$ cat src/rtl/phase_detector_pkg.sv
// Shared types and defaults for the bang-bang phase detector.
package phase_detector_pkg;

  typedef enum logic [1:0] {
    IDLE     = 2'd0,
    REF_LEAD = 2'd1,
    FB_LEAD  = 2'd2,
    STROBE   = 2'd3
  } pd_state_t;

  localparam int CNT_W          = 8;
  localparam int STROBE_LEN_DEF = 4;
  localparam int TIMEOUT_DEF    = 200;

  function automatic logic [CNT_W-1:0] sat_inc(input logic [CNT_W-1:0] v);
    return (&v) ? v : v + CNT_W'(1);
  endfunction

endpackage

$ cat src/rtl/phase_detector_if.sv
// Detector-to-loop-controller bundle: direction pulses, comparison strobe and lead magnitude.
interface phase_detector_if;
  import phase_detector_pkg::*;

  logic             p_up;
  logic             p_down;
  logic             phase_clk;
  logic [CNT_W-1:0] phase_err;

  modport master (output p_up, output p_down, output phase_clk, output phase_err);
  modport slave  (input  p_up, input  p_down, input  phase_clk, input  phase_err);

endinterface

$ cat src/rtl/phase_detector_edge_sync.sv
// Two-flop synchronizer plus history flop; rise pulses one clk cycle per rising edge of d.
module edge_sync (
  input  logic clk,
  input  logic reset,
  input  logic d,
  output logic rise
);

  logic s1, s2, hist;
  logic fill1, fill2, armed;

  // armed only sets once a genuine low has been seen after reset, so a level
  // that was already high when reset released never reports an edge.
  always_ff @(posedge clk) begin
    if (reset) begin
      s1    <= 1'b0;
      s2    <= 1'b0;
      hist  <= 1'b0;
      fill1 <= 1'b0;
      fill2 <= 1'b0;
      armed <= 1'b0;
    end else begin
      s1    <= d;
      s2    <= s1;
      hist  <= s2;
      fill1 <= 1'b1;
      fill2 <= fill1;
      if (fill2 && !s2) armed <= 1'b1;
    end
  end

  assign rise = s2 & ~hist & armed;

endmodule

$ cat src/rtl/phase_detector.sv
// Measures which of ref_in/fb_in rises first and by how many clk cycles, then strobes the result.
//
// state    | meaning
// IDLE     | waiting for an edge (live or pending) on either input
// REF_LEAD | ref has risen, counting until fb rises or timeout; p_up high
// FB_LEAD  | fb has risen, counting until ref rises or timeout; p_down high
// STROBE   | phase_clk high for STROBE_LEN cycles; edges seen here are held pending
module phase_detector
  import phase_detector_pkg::*;
#(
  parameter int STROBE_LEN = STROBE_LEN_DEF,
  parameter int TIMEOUT    = TIMEOUT_DEF
) (
  input  logic              clk,
  input  logic              reset,
  input  logic              ref_in,
  input  logic              fb_in,
  phase_detector_if.master  pd
);

  localparam logic [3:0]       STB_LOAD = 4'(STROBE_LEN - 1);
  localparam logic [CNT_W-1:0] TO_CNT   = CNT_W'(TIMEOUT);

  logic ref_rise, fb_rise;

  edge_sync u_ref_sync (.clk(clk), .reset(reset), .d(ref_in), .rise(ref_rise));
  edge_sync u_fb_sync  (.clk(clk), .reset(reset), .d(fb_in),  .rise(fb_rise));

  pd_state_t        state_q, state_d;
  logic [CNT_W-1:0] lead_q, lead_d;
  logic [3:0]       stb_q, stb_d;
  logic             pend_ref_q, pend_ref_d, pend_fb_q, pend_fb_d;
  logic             p_up_q, p_up_d, p_down_q, p_down_d, phase_clk_q, phase_clk_d;
  logic [CNT_W-1:0] phase_err_q, phase_err_d;
  logic             ev_ref, ev_fb;

  assign ev_ref = ref_rise | pend_ref_q;
  assign ev_fb  = fb_rise  | pend_fb_q;

  always_ff @(posedge clk) begin
    if (reset) begin
      state_q     <= IDLE;
      lead_q      <= '0;
      stb_q       <= '0;
      pend_ref_q  <= 1'b0;
      pend_fb_q   <= 1'b0;
      p_up_q      <= 1'b0;
      p_down_q    <= 1'b0;
      phase_clk_q <= 1'b0;
      phase_err_q <= '0;
    end else begin
      state_q     <= state_d;
      lead_q      <= lead_d;
      stb_q       <= stb_d;
      pend_ref_q  <= pend_ref_d;
      pend_fb_q   <= pend_fb_d;
      p_up_q      <= p_up_d;
      p_down_q    <= p_down_d;
      phase_clk_q <= phase_clk_d;
      phase_err_q <= phase_err_d;
    end
  end

  always_comb begin
    state_d = state_q;
    case (state_q)
      IDLE: begin
        if (ev_ref && ev_fb) state_d = STROBE;
        else if (ev_ref)     state_d = REF_LEAD;
        else if (ev_fb)      state_d = FB_LEAD;
      end
      REF_LEAD: if (fb_rise  || lead_q == TO_CNT) state_d = STROBE;
      FB_LEAD:  if (ref_rise || lead_q == TO_CNT) state_d = STROBE;
      STROBE:   if (stb_q == '0) state_d = IDLE;
      default:  state_d = IDLE;
    endcase
  end

  always_comb begin
    lead_d      = lead_q;
    stb_d       = stb_q;
    pend_ref_d  = pend_ref_q;
    pend_fb_d   = pend_fb_q;
    p_up_d      = 1'b0;
    p_down_d    = 1'b0;
    phase_clk_d = 1'b0;
    phase_err_d = phase_err_q;
    case (state_q)
      IDLE: begin
        pend_ref_d = 1'b0;
        pend_fb_d  = 1'b0;
        lead_d     = CNT_W'(1);
        stb_d      = STB_LOAD;
        if (ev_ref && ev_fb) begin
          phase_err_d = '0;
          phase_clk_d = 1'b1;
        end else if (ev_ref) begin
          p_up_d = 1'b1;
        end else if (ev_fb) begin
          p_down_d = 1'b1;
        end
      end
      REF_LEAD: begin
        if (fb_rise || lead_q == TO_CNT) begin
          phase_err_d = lead_q;
          phase_clk_d = 1'b1;
        end else begin
          lead_d = sat_inc(lead_q);
          p_up_d = 1'b1;
        end
      end
      FB_LEAD: begin
        if (ref_rise || lead_q == TO_CNT) begin
          phase_err_d = lead_q;
          phase_clk_d = 1'b1;
        end else begin
          lead_d   = sat_inc(lead_q);
          p_down_d = 1'b1;
        end
      end
      STROBE: begin
        pend_ref_d = pend_ref_q | ref_rise;
        pend_fb_d  = pend_fb_q  | fb_rise;
        if (stb_q != '0) begin
          stb_d       = stb_q - 4'd1;
          phase_clk_d = 1'b1;
        end
      end
      default: ;
    endcase
  end

  assign pd.p_up      = p_up_q;
  assign pd.p_down    = p_down_q;
  assign pd.phase_clk = phase_clk_q;
  assign pd.phase_err = phase_err_q;

endmodule
$ cat src/flat_wrapper.sv
// flat-port wrapper written by rule: the top's interface ports become plain ports
module phase_detector_flat import phase_detector_pkg::*;
#(
  parameter int STROBE_LEN = STROBE_LEN_DEF,
  parameter int TIMEOUT    = TIMEOUT_DEF
)
  (clk, reset, ref_in, fb_in, pd_p_up, pd_p_down, pd_phase_clk, pd_phase_err);
  phase_detector_if pd_i ();
  input  logic clk;
  input  logic reset;
  input  logic ref_in;
  input  logic fb_in;
  output wire logic [$bits(pd_i.p_up)-1:0] pd_p_up;
  output wire logic [$bits(pd_i.p_down)-1:0] pd_p_down;
  output wire logic [$bits(pd_i.phase_clk)-1:0] pd_phase_clk;
  output wire logic [$bits(pd_i.phase_err)-1:0] pd_phase_err;
  assign pd_p_up = pd_i.p_up;
  assign pd_p_down = pd_i.p_down;
  assign pd_phase_clk = pd_i.phase_clk;
  assign pd_phase_err = pd_i.phase_err;
  phase_detector #(.STROBE_LEN(STROBE_LEN), .TIMEOUT(TIMEOUT)) u_core (.clk(clk), .reset(reset), .ref_in(ref_in), .fb_in(fb_in), .pd(pd_i));
endmodule
$ cat config.mk
export PLATFORM = sky130hd
export DESIGN_NAME = phase_detector_flat
export DESIGN_NICKNAME = d
export VERILOG_FILES = /design/src/rtl/phase_detector_pkg.sv /design/src/rtl/phase_detector_if.sv /design/src/rtl/phase_detector_edge_sync.sv /design/src/rtl/phase_detector.sv /design/src/flat_wrapper.sv
export SDC_FILE = /design/constraint.sdc
export NUM_CORES = 1
export LEC_CHECK = 0
export CORE_UTILIZATION = 45
export DETAILED_ROUTE_END_ITERATION = 10
export PLACE_DENSITY = 0.63
export SYNTH_ARGS = -nofsm -noshare
export SYNTH_HDL_FRONTEND = slang
export SYNTH_SLANG_ARGS = --single-unit
$ cat constraint.sdc
create_clock -name clk -period 6.07 [get_ports clk]
set_clock_uncertainty 0.15 [all_clocks]
set_input_delay 0.607 -clock clk [delete_from_list [all_inputs] [get_ports clk]]
set_output_delay 0.607 -clock clk [all_outputs]
set_load 0.03 [all_outputs]
# Yosys cells after proc, flatten, opt, wreduce, memory -nomap -nowiden
# Index checks and enable logic that the tools add are counted.
[op_classes]
add_sub_neg = 2
reduce_logical = 17
muxes = 34
bitwise_logic = 8
eq_ne = 12
[ops]
columns = ["operator", "n"]
rows = [
  ["two-way mux 8 bit", 6],
  ["one-hot mux 8 bit (3 select lines)", 2],
  ["two-way mux 1 bit", 12],
  ["two-way mux 2 bit", 6],
  ["!= test 2 x 1 -> 1 bit (second input constant)", 5],
  ["adder 8 x 1 -> 8 bit (second input constant)", 1],
  ["equality test 8 bit (second input constant)", 1],
  ["one-hot mux 1 bit (2 select lines)", 4],
  ["one-hot mux 2 bit (4 select lines)", 1],
  ["one-hot mux 4 bit (2 select lines)", 1],
  ["AND reduction 4 bit", 2],
  ["AND reduction 8 bit", 1],
  ["AND 1 bit", 4],
  ["equality test 2 bit (second input constant)", 2],
  ["zero test 4 bit", 1],
  ["two-way mux 4 bit", 1],
  ["!= test 2 bit (second input constant)", 2],
  ["!= test 4 x 1 -> 1 bit (second input constant)", 1],
  ["one-hot mux 1 bit (4 select lines)", 1],
  ["nonzero test 4 bit", 1],
  ["subtractor 4 x 1 -> 4 bit (second input constant)", 1],
  ["logical AND 1 bit", 3],
  ["AND reduction 3 bit", 1],
  ["nonzero test 3 bit", 1],
  ["8 further kinds", 12],
]
[word_totals]
inputBits = 4
register_bits = 37
word_cells = 92

# Depth between registers and ports, before layout
# Gate-level depths: netlist of the first run.
[depth]
ltp_word = 8
mapped_depth = 8

# Hierarchy
# Synthesis of the first run repeated with hierarchy kept, for this count alone.
[unflattened]
hier_cells = 211
hier_area_um2 = 1888.1
[by_module_without_submodules]
columns = ["mod", "n_inst", "area_per_inst_um2", "cells_each", "seq_area_each_um2"]
rows = [
  ["phase_detector", 1, 1512.7, 181, 540.5],
  ["edge_sync", 2, 187.7, 15, 120.1],
]

# Least setup slack after synthesis of the first run
# OpenSTA, ideal clock, no wires.
[synth_timing]
path_type = "reg-to-reg"
startpoint = "register u_core.lead_q[0]"
endpoint = "register u_core.lead_q[2]"
arrival_ns = 1.840
setup_time_ns = 0.074
path_slack_ns = 4.006
required_time_ns = 5.846
stages_incl_launch_ff = 8
path_cell_list = "dfxtp_1 -> inv_1 -> ha_1 -> nand4bb_2 -> o21ai_2 -> a221o_1 -> or4_1 -> a31oi_1"
[synth_via]
elab_chain_cells = 4
word_cells_on_any_way = 12
[synth_lines]
columns = ["item", "line", "source"]
rows = [
  ["from (decl)", "phase_detector.sv:30", "logic [CNT_W-1:0] lead_q, lead_d;"],
  ["from (signal assigned)", "phase_detector.sv:53", "lead_q <= lead_d;"],
  ["adder 8 x 1 -> 8 bit (tied with other cells)", "phase_detector_pkg.sv:16", "return (&v) ? v : v + CNT_W'(1);"],
  ["two-way mux 8 bit (tied with other cells)", "phase_detector_pkg.sv:16", ""],
  ["two-way mux 8 bit (tied with other cells)", "phase_detector.sv:113", "if (ref_rise || lead_q == TO_CNT) begin"],
  ["one-hot mux 8 bit (3 select lines) or AND reduction 3 bit (tied branches)", "-", ""],
]
# Parallel ways exist; a longest one is shown, timed or not. The select of a mux whose other input is x is not followed.
# A chain may end at the register's enable or synchronous reset.

# Worst setup path after layout of the first run
[layout_timing]
startpoint = "register u_core.state_q[0]"
endpoint = "register u_core.lead_q[2]"
[layout_via]
elab_chain_cells = 3
word_cells_on_any_way = 8
[layout_lines]
columns = ["item", "line", "source"]
rows = [
  ["from (decl)", "phase_detector.sv:29", "pd_state_t state_q, state_d;"],
  ["from (signal assigned)", "phase_detector.sv:52", "state_q <= state_d;"],
  ["equality test 2 bit (tied with other cells)", "phase_detector.sv:88", "case (state_q)"],
  ["!= test 2 bit (no line) or nonzero test 3 bit (tied branches)", "-", ""],
  ["AND reduction 3 bit (no line)", "-", ""],
]
# Parallel ways exist; a longest one is shown, timed or not.

==> results of run 1 <==
-- kinds of logic (layout without fill, tap and decap cells) --
kind of cell | count (synthesis) | after routing
flip-flops | 37 | 37
XOR/XNOR | 2 | 2
AO/OA/AOI/OAI | 44 | 44
multiplexers | 3 | 3
buffers and inverters | 17 | 33
adder cells (fa/ha/maj) | 9 | 9
AND/OR/NAND/NOR | 84 | 84
-- worst max-delay path: cells and delay by family (launching register included) --
family | cells | cell delay [ps]
and+or+nand+nor | 3 | 1020
adders and majority gates | 1 | 570
DFF | 1 | 390
AOI/OAI and AO/OA | 1 | 170
buffers and inverters | 1 | 110
-- cells in the mapped netlist (all sizes together) --
master,n,share of area
a211o,1,0.0051
a211oi,2,0.0087
a21oi,16,0.046
a221o,2,0.012
a221oi,3,0.022
a22o,1,0.0051
a22oi,1,0.0043
a311o,3,0.017
a311oi,1,0.0051
a31oi,3,0.011
and2,3,0.011
and3,6,0.022
and3b,2,0.010
buf,3,0.0072
clkbuf,4,0.0087
dfxtp,37,0.43
ha,9,0.065
inv,10,0.022
mux2i,3,0.017
nand2,8,0.017
nand2b,8,0.029
nand3,10,0.029
nand3b,5,0.022
nand4,1,0.0036
nand4b,1,0.0051
nand4bb,1,0.0094
nor2,21,0.046
nor2b,6,0.022
nor3,5,0.014
nor3b,3,0.013
nor4,2,0.0072
o21ai,8,0.025
o22ai,1,0.0036
o31a,1,0.0051
o31ai,1,0.0043
or2,1,0.0036
or4,1,0.0043
xnor2,1,0.0051
xor2,1,0.0051
-- metrics by stage --
| stage | power [mW] | worst slack [ps] | utilization | cells |
|---|---|---|---|---|
| global route | 0.700 | 3370 | 0.550 | 260 |
| CTS | 0.667 | 3570 | 0.550 | 260 |
| detailed placement | 0.455 | 3590 | 0.518 | 252 |
| floorplan | 0.418 | 4010 | - | 196 |
| finish | 0.664 | 3590 | 0.550 | 260 |
| global placement | 0.453 | 3680 | 0.518 | 252 |
-- sequential cells by signal, indices dropped and copies added (netlist names), 2 cells and up --
signal and count:
u_core.pd.phase_err 8, u_core.lead_q 8, u_core.stb_q 4, u_core.state_q 2
-- worst max-delay path by stage --
stage | end | slack (ps) | cells past startpoint
after floorplan | u_core.lead_q[2] | 4010 | 7
after global placement | u_core.pd.phase_err[1] | 3680 | 7
after detailed placement | u_core.pd.phase_err[7] | 3590 | 7
after CTS | u_core.pd.phase_err[7] | 3570 | 7
after global routing | u_core.pd.phase_err[1] | 3370 | 7
final | u_core.lead_q[2] | 3590 | 6
-- layer usage --
metal / GRT usage / up-vias
li1: - / 727
met1: 0.211 / 691
met2: 0.313 / 26
met3: 0.0500 / 6
met4: 0.0767 / 0
met5: 0 / -
-- power by group through the flow --
stage	registers, mW	clock network [mW]	logic [mW]
6_report	0.272	0.213	0.179
5_1_grt	0.274	0.230	0.196
4_1_cts	0.272	0.217	0.179
3_5_place_dp	0.277	0	0.178
3_3_place_gp	0.276	0	0.177
2_1_floorplan	0.283	0	0.135
-- cell type report --
cell class	instances	area [sq um]	area share
inverter	10	37.5	0.0185
tap	48	60.1	0.0296
sequential	37	741	0.365
clock inverter	3	46.3	0.0228
clock buffer	5	68.8	0.0340
multi-input combinational	142	926	0.457
timing repair buffer	15	148	0.0728
==> results list, run 1 <==
- Pin placement for this block handled 15 I/O pins.
- Detail-routed net length per standard cell: 13.4 um
- Compared with the post-synthesis result, the final layout area differs by 17.1%.
* Minimum hold slack: 296 ps
- Outcome: complete, no violations
* Longest individual stage delay on the worst path: 570 ps
- The library cells used most frequently in the layout, excluding fill and tap cells, are dfxtp_1, nor2_1, a21oi_1, clkdlybuf4s50_1.
- At the worst endpoint, the arrival time is 2550 ps.
- Fraction of final layout cells sized beyond drive strength 1: 0.0613
- The routed design has 3480 um of wire.
* Count of fill cells added during filler insertion: 356
- From bottom edge to top edge, the die measures 64.0 um.
* Final hold violations: 0
- Area of the core: 3690 sq um
* Switching portion of total power: 0.316
- Of the post-synthesis cell area, the part taken by muxes is 0.0173.
- Post-synthesis compound-gate area fraction: 0.175
- Num CTS Buffers: 5
- Synth warnings: 0
* Via count of the first global-routing pass: 1,325
- Entering global routing, the biggest net connects 37 pins.
- Post-Route Setup TNS: 0 ps
* Sequential fraction of the synthesis area: 0.428
- Fraction of synthesized cell area in xor and xnor cells: 0.0101
- HP Start: u_core.u_fb_sync.s1
- Number of antenna diodes: 0
* Destination of the worst register-to-register timing path: u_core.lead_q[2]
- Total Die Area: 4100 sq um
* Clock network fraction of design power: 0.321
- Cell Int Power: 0.454 mW
* Simple logic cell fraction of the synthesized area: 0.267
- Combinational family with the most area after synthesis: simple AND/OR/NAND/NOR gates
* Cell type of the slowest stage on the worst timing path: ha_1
* Setup repair bufs after CTS: 0
- The H-tree was split into 2 levels.
- At the pin with the least slew margin, the transition time is 916 ps.
* Post-Synthesis Cell Area: 1730 sq um
- Drt drc: 0
- Combinational Power Share: 0.269
* Distinct cells, synth: 43
- The clock passes through at most 2 buffers.
- Initial standard-cell utilization of the core: 0.469
* Reg2Reg Setup Slack: 3590 ps
- Total nets after synthesis: 209
* Largest fanout of any net on the critical path: 22
- Wire segments on met3 add up to 122 um in the final route.
- Share of the clock period used by the worst path: 0.409
- Worst path required time: 6140 ps
- RSZ-0062 raised after global routing: false
- Dividing total power by cell area gives a power density of 328 nW/um^2.
- Aggregate global-route resource usage: 0.182
- Area after DPL: 1910 sq um
- Power share of the sequential group: 0.410
* IR drop worst, VDD: 0.146 mV
- The routed design uses 1650 um of met2 wire.
* Area of all placed cells without fillers: 2030 sq um
* Clock latency on the worst-skew pair: 290 ps
- Antenna-violating nets left: 0
* RePlAce Congestion: 0.870
* Fin nets: 224
* Path class of the lowest-slack min-delay path: flop to flop
- Category of the worst setup path launch point: flop
- Clock-pin slew on the worst setup and hold paths: 80 ps
- Estimated wirelength of the detail-placed design: 2480 um
- Clock sink count: 37
- Final setup violation count: 0
* Cell at the root of the clock tree: clkbuf_8
* Worst hold path endpoint: u_core.u_fb_sync.s2
- In this run the power spent charging and discharging nets is 0.210 mW.
- Port Buffer Count: 14
- Launching instance or port of the critical path: u_core.state_q[0]
- Global-route wire length before repair: 5750 um
* Die width: 64.0 um
- Reg2Reg Launch Point: u_core.state_q[0]
- The signal on the critical path passes through inv_1 -> ha_1 -> and2_1 -> and3_1 -> or4_1 -> a31oi_1.
* Vias per inst: 5.58
* Arithmetic-cell share of the synthesized area counting full adders, half adders and majority gates: 0.0650
- Counting I/O delays and the setup requirement, the final critical path takes 2480 ps.
- The detailed router used layers up to and including met4.
- Depth of the worst register-to-register path: 6
* Initial antenna violation count: 0
- Category of the critical setup timing path: flop to flop
* Count of state elements after synthesis: 37
- Relative slew slack: 0.389
* Total via count in the routed design: 1,450
* Residual overflow from global routing: 0
- The number of pins with negative max-slew slack in the final report was 0.
* Met1 wire length: 1650 um
- TritonCTS built the clock tree.
- After clock tree synthesis, the flow added hold-fix buffers numbering 0.
* Syn Inst Count: 196
* Worst hold path depth: 1
* Number of design-rule violations left by the first detailed-router iteration: 57
- Once the clock tree was built, the resizer swapped 0 gates to a different size.
* Number of placement rows: 22
* Crit end category: flop
* Pleak: 0.730 nW
* Number of maximum-capacitance violations: 0
- Highest clock rate: 403 MHz
- Synthesized area per cell: 8.84 sq um
- Most common library cell in the layout ignoring fill and taps: dfxtp_1
- First-pass iteration count of the detailed router: 4
(Power assumes the default switching activity.)
==> run 2: changes to the inputs <==
Clock period 6.07 ns to 2.55 ns, I/O delays scaled along.
==> run 2 against run 1 <==
Effect of this change: die area did not move; cell count increased by 1.5%; non-clock buffer count increased by 4; sequential share of layout area fell by 0.86 points; critical path depth increased by 1; sequential power is 140% higher; critical endpoint unchanged; clock power rose to 2.8 times the previous value; wire length grew 0.52%; final area rose by 2.4%; global-route usage increased by 1.3 points; register-to-register slack worse by 3300 ps.
==> results list, run 2 (same netlist as run 1, synthesis figures left out) <==
* # hold bufs at CTS: 0 (unchanged)
* Fin nets: 228 (+1.8%)
- Die Y-Extent: 64.0 um (unchanged)
- The number of logic stages on the critical path including buffering was 7 (+1).
- Highest clock rate: 445 MHz (+10%)
* Final setup violation count: 0 (unchanged)
- Depth of the worst register-to-register path: 7 (+1)
- The critical path goes through inv_1 -> ha_1 -> nand4bb_2 -> o21ai_2 -> a221o_1 -> or4_1 -> a31oi_1.
- Num CTS Buffers: 5 (unchanged)
* Aggregate global-route resource usage: 0.195 (+0.0130)
* Area delta synth->final: 19.9%
- The number of vias per cell was 5.44 (-2.4%).
- Initial standard-cell utilization of the core: 0.469 (unchanged)
* Pleak: 0.764 nW (+4.6%)
- The pin count of the biggest net entering global routing came to 23 (-38%).
* Number of maximum-capacitance violations: 0 (unchanged)
- Final hold violations: 0 (unchanged)
- The final routed DRC violation total is 0 (unchanged).
- The placeable core area was 3690 sq um (unchanged).
* Clock sink count: 37 (unchanged)
- Setup repair after global routing left no endpoint under its margin.
- Outcome: complete, no violations
* Initial antenna violation count: 0 (unchanged)
- Category of the critical setup timing path: flop to flop
* H-tree depth: 2 (unchanged)
- Number of placement rows: 22 (unchanged)
- The startpoint identified for the worst register-to-register timing path is u_core.lead_q[0].
* Buf/Inv on CP: 1 (unchanged)
- The reg-to-reg setup timing slack is 300 ps (-3290 ps).
* Top-level I/O count: 15 (unchanged)
* Longest individual stage delay on the worst path: 520 ps (-50 ps)
* Clock latency on the worst-skew pair: 290 ps (about the same)
* PnR Total Power: 1.70 mW (+160%)
- Path class of the lowest-slack min-delay path: flop to flop
- The data required time at the worst endpoint is 2620 ps (-3520 ps).
- Leaving out fill and tap cells, the most frequent cell in the layout is dfxtp_1.
- Family with the most delay on the worst path: compound AO/OA/AOI/OAI gates
- The most critical setup path has its endpoint at u_core.lead_q[2].
- The fraction of final layout cells sized beyond drive strength 1 is 0.0787 (+0.0174).
* Final critical delay including setup and external delays: 2250 ps (-233 ps)
- Via count of the first global-routing pass: 1,416 (+6.9%)
- Largest fanout of any net on the critical path: 7 (-68%)
- The initial detailed-routing violation count came to 89 (+56%).
* First-pass iteration count of the detailed router: 4 (unchanged)
- The setup TNS is 0 ps (unchanged).
- The power density relative to cell area came to 819 nW/um^2 (+150%).
- The antenna diode instance count is 0 (unchanged).
- In this run the most critical hold path is launched from u_core.u_fb_sync.s1.
* Die width: 64.0 um (unchanged)
* Cell type of the slowest stage on the worst timing path: or4_1
* CTS tree: done
* Share of the clock period used by the worst path: 0.882 (+0.473)
- RePlAce Congestion: 0.870 (about the same)
- CTS placed an instance of clkbuf_8 at the clock tree root.
* IR drop worst, VDD: 0.357 mV (+140%)
- Launching instance or port of the critical path: u_core.lead_q[0]
* Port Buffer Count: 14 (unchanged)
- Total via count in the routed design: 1,437 (-0.90%)
- # resized after CTS: 0 (unchanged)
* Category of the worst setup path launch point: flop
- Data arrival time of the worst path: 2320 ps (-230 ps)
* Maximum buffer depth of the clock tree: 2 (unchanged)
- Total Die Area: 4100 sq um (unchanged)
* Residual overflow from global routing: 0 (unchanged)
- Worst-Margin Slew: 391 ps (-525 ps)
- Setup repair bufs after CTS: 0 (unchanged)
- The wire length per cell after detailed routing came to 13.3 um (-1.0%).
* Final Max Tran Viols: 0 (unchanged)
- Destination of the worst register-to-register timing path: u_core.lead_q[2]
* Global-route wire length before repair: 6160 um (+7.2%)
- In the layout the commonest cells are dfxtp_1, nor2_1, a21oi_1, clkdlybuf4s50_1.
- The clock transition at the registers of the reported paths was 70 ps (about the same).
- The worst max-slew margin expressed relative to the limit was 0.737 (+0.348).
* Routed wire length: 3500 um (+0.52%)
- Crit end category: flop
* Antenna-violating nets left: 0 (unchanged)
- The final HPWL from detailed placement was 2500 um (+1.0%).
run 2: layer usage:
metal	global-route usage	routed length, um	share of wire
met1	0.243	1700	0.49
met2	0.313	1610	0.46
met3	0.0464	115	0.033
met4	0.0994	65	0.019
met5	0	0	0
run 2: how the worst min path moves through the flow:
stage / slack [ps] / endpoint / cells past startpoint
4_1_cts: 290 / u_core.u_ref_sync.s2 / 1
2_1_floorplan: 230 / u_core.u_fb_sync.s1 / 1
6_report: 290 / u_core.u_fb_sync.s2 / 1
3_3_place_gp: 270 / u_core.u_fb_sync.s2 / 1
3_5_place_dp: 270 / u_core.u_ref_sync.s2 / 1
5_1_grt: 310 / u_core.u_fb_sync.s2 / 1
run 2: power breakdown:
group	leakage [nW]	switching, mW	total, mW	internal [mW]
Clock	0.0681	0.210	0.599	0.388
Sequential	0.302	0.0299	0.648	0.618
Combinational	0.394	0.264	0.454	0.190
run 2: metrics by stage:
stage	instances	instance area, sq um	hold slack (ps)	util	setup slack, ps
CTS	264	2080	289	0.563	309
global placement	256	1940	270	0.526	411
global route	264	2080	310	0.563	186
detailed placement	256	1940	270	0.526	331
floorplan	196	1730	233	-	486
finish	264	2080	287	0.563	301
run 2: cell type report:
type	instances	area (sq um)
multi-input cells	142	926
clock inverters	3	65.1
fillers	347	1610
clock buffers	5	68.8
repair buffers	19	178
inverters	10	37.5
flip-flops and latches	37	741
well taps	48	60.1
==> run 3: changes to the inputs <==
Settings changed: CORE_MARGIN set to 2, GPL_TIMING_DRIVEN set to 0.
==> run 3 against run 2 <==
Effect of this change: setup slack got worse by 26 ps; non-clock buffer count increased by 1; critical path depth increased by 1; fmax decreased by 1.1%; power decreased by 0.42%; sequential share of layout area increased by 0.35 points; combinational power about the same; utilization decreased by 0.54 points; via count increased by 2.6%; final area decreased by 0.96%; clock power decreased by 2%; largest power group unchanged.
==> results list, run 3 (same netlist as run 1, synthesis figures left out) <==
- Area delta synth->final: 18.7%
- The power share of the sequential group came to 0.382 (about the same).
* Fin nets: 229 (+0.44%)
- The number of H-tree branching levels is 2 (unchanged).
* RePlAce Congestion: 0.841 (-3.3%)
- Data arrival time of the worst path: 2280 ps (-40 ps)
- By startpoint and endpoint, the worst setup path is classified as flop to flop.
- The switching power of the nets is 0.508 mW (+0.68%).
* Share of the clock period used by the worst path: 0.892 (+0.0101)
* # resized after CTS: 0 (unchanged)
- STA classifies the critical path endpoint as a flop.
- The highest ir drop seen on vdd came to 0.374 mV (+4.7%).
- Most frequent cells in the layout: dfxtp_1, nor2_1, a21oi_1, clkdlybuf4s50_1
- Outcome: complete, no violations
- Reg2Reg Setup Slack: 280 ps (-30 ps)
* Clock sink count: 37 (unchanged)
- Reg2Reg Launch Point: u_core.lead_q[0]
* Largest fanout of any net on the critical path: 10 (+3)
* Relative slew slack: 0.639 (-0.0986)
* Clock-pin slew on the worst setup and hold paths: 70 ps (about the same)
* Minimum hold slack: 184 ps (-102 ps)
* Estimated wirelength of the detail-placed design: 2780 um (+11%)
* Category of the worst setup path launch point: flop
- The effective utilization at floorplan was 0.469 (unchanged).
- The total wire length is 3730 um (+6.5%).
* Switching portion of total power: 0.300 (+0.00328)
- The slack of the critical path was 275 ps (-25.8 ps).
* Final hold violations: 0 (unchanged)
- Number of placement rows: 22 (unchanged)
* Most common library cell in the layout ignoring fill and taps: dfxtp_1
* Maximum buffer depth of the clock tree: 2 (unchanged)
- Highest clock rate: 440 MHz (-1.1%)
- The initial detailed-routing violation count was 86 (-3.4%).
- The number of port buffers is 13 (-1).
- Setup repair after global routing left no endpoint under its margin.
- The count of boundary I/O pins was 15 (unchanged).
- Drt drc: 0 (unchanged)
- Power per cell area: 823 nW/um^2 (+0.55%)
- The worst register-to-register path ends at u_core.pd.phase_err[0].
- The initial antenna violation count is 0 (unchanged).
- The total global routing overflow was 0 (unchanged).
- Post-Route Setup TNS: 0 ps (unchanged)
- HP Start: reset
* Fraction of final layout cells sized beyond drive strength 1: 0.0599 (-0.0188)
- Pin count of the biggest net entering global routing: 13 (-43%)
- The global-route wire length before repair is 6540 um (+6.2%).
- Clock network fraction of design power: 0.348 (-0.004)
- Worst hold path depth: 2 (+1)
- The data required time at the worst endpoint came to 2560 ps (-60 ps).
- The aggregate global-route resource usage came to 0.195 (-0.000317).
- The area of the die was 4360 sq um (+6.3%).
* Total via count in the routed design: 1,474 (+2.6%)
- Post-Layout Cell Count: 265 (+0.38%)
* Setup repair bufs after CTS: 0 (unchanged)
- Cell at the root of the clock tree: clkbuf_8
- Final setup violation count: 0 (unchanged)
- The remaining number of nets flagged by the antenna check after routing was 0 (unchanged).
* Combinational Power Share: 0.269 (+0.002)
* # hold bufs at CTS: 0 (unchanged)
* Area of the core: 3690 sq um (unchanged)
- The via count of the first global-routing pass is 1,435 (+1.3%).
- The setup slack after placement came to 286 ps (-45.2 ps).
* Path class of the lowest-slack min-delay path: input pin to flop
- The number of cells after detailed placement came to 257 (+0.39%).
- Number of maximum-capacitance violations: 0 (unchanged)
- The number of pins with negative max-slew slack in the final report came to 0 (unchanged).
- The internal power consumption is 1.19 mW (-0.89%).
- Final critical delay including setup and external delays: 2270 ps (+25.8 ps)
- The overall die height came to 66.0 um (+3.1%).
- First-pass iteration count of the detailed router: 4 (unchanged)
- The clock latency at the later pin of the worst-skew pair was 280 ps (about the same).
- Number of antenna diodes: 0 (unchanged)
- The number of vias per cell is 5.56 (+2.2%).
- The slew at the pin with the worst max-slew slack came to 542 ps (+151 ps).
- For hold timing, the worst endpoint is u_core.u_ref_sync.s1.
- CTS tree: done
* Pleak: 0.748 nW (-2.1%)
- The number of buffers created by CTS was 5 (unchanged).
* Die width: 66.0 um (+3.1%)
* Detail-routed net length per standard cell: 14.1 um (+6.1%)
- The number of cells on the worst reg-to-reg path came to 8 (+1).
[run 3: cell count changes in the layout (fill, tap and decap cells not counted), sizes merged]
cell,previous run,this run
clkbuf,5,9
buf,5,3
clkdlybuf4s50,14,13
[run 3: critical path, cell delays in order, from the launching register on]
cell	delay [ps]
dfxtp_1	350
inv_1	70
ha_1	160
nand4bb_2	160
or2_1	320
a221oi_2	380
buf_2	310
mux2i_1	220
nor2_1	50
[run 3: layer usage]
| layer | up-vias | global-route usage | share of wire |
|---|---|---|---|
| met3 | 5 | 0.0375 | 0.031 |
| met2 | 25 | 0.314 | 0.47 |
| met4 | 0 | 0.0638 | 0.0075 |
| met1 | 706 | 0.262 | 0.49 |
| li1 | 738 | - | - |
| met5 | - | 0 | 0 |
[run 3: how the worst max path moves through the flow]
stage / startpoint / endpoint / cells after the start
floorplan: u_core.lead_q[0] / u_core.lead_q[2] / 7
global placement: u_core.lead_q[0] / u_core.pd.phase_err[3] / 8
detailed placement: u_core.lead_q[0] / u_core.pd.phase_err[0] / 8
CTS: u_core.lead_q[0] / u_core.pd.phase_err[0] / 8
global route: u_core.state_q[1] / u_core.pd.phase_err[1] / 6
finish: u_core.lead_q[0] / u_core.pd.phase_err[0] / 8
[run 3: power by group through the flow]
stage               Clock (mW)  Combinational (mW)  Sequential [mW]
floorplan                    0               0.322            0.673
global placement             0               0.439            0.657
detailed placement           0               0.451            0.661
CTS                      0.600               0.454            0.647
global route             0.627               0.507            0.652
finish                   0.590               0.456            0.647
[run 3: metrics by stage]
stage / utilization / instance area [sq um] / power (mW)
finish: 0.557 / 2060 / 1.69
global route: 0.557 / 2060 / 1.79
CTS: 0.557 / 2060 / 1.70
detailed placement: 0.521 / 1920 / 1.11
global placement: 0.521 / 1920 / 1.10
floorplan: - / 1730 / 0.995
[run 3: area by class of cell]
class	instances	area, sq um
inverter	10	37.5
clock buffer	5	68.8
tap	48	60.1
buffer	7	27.5
timing repair buffer	13	130
sequential	37	741
multi-input combinational	142	926
clock inverter	3	65.1
fill	365	1630
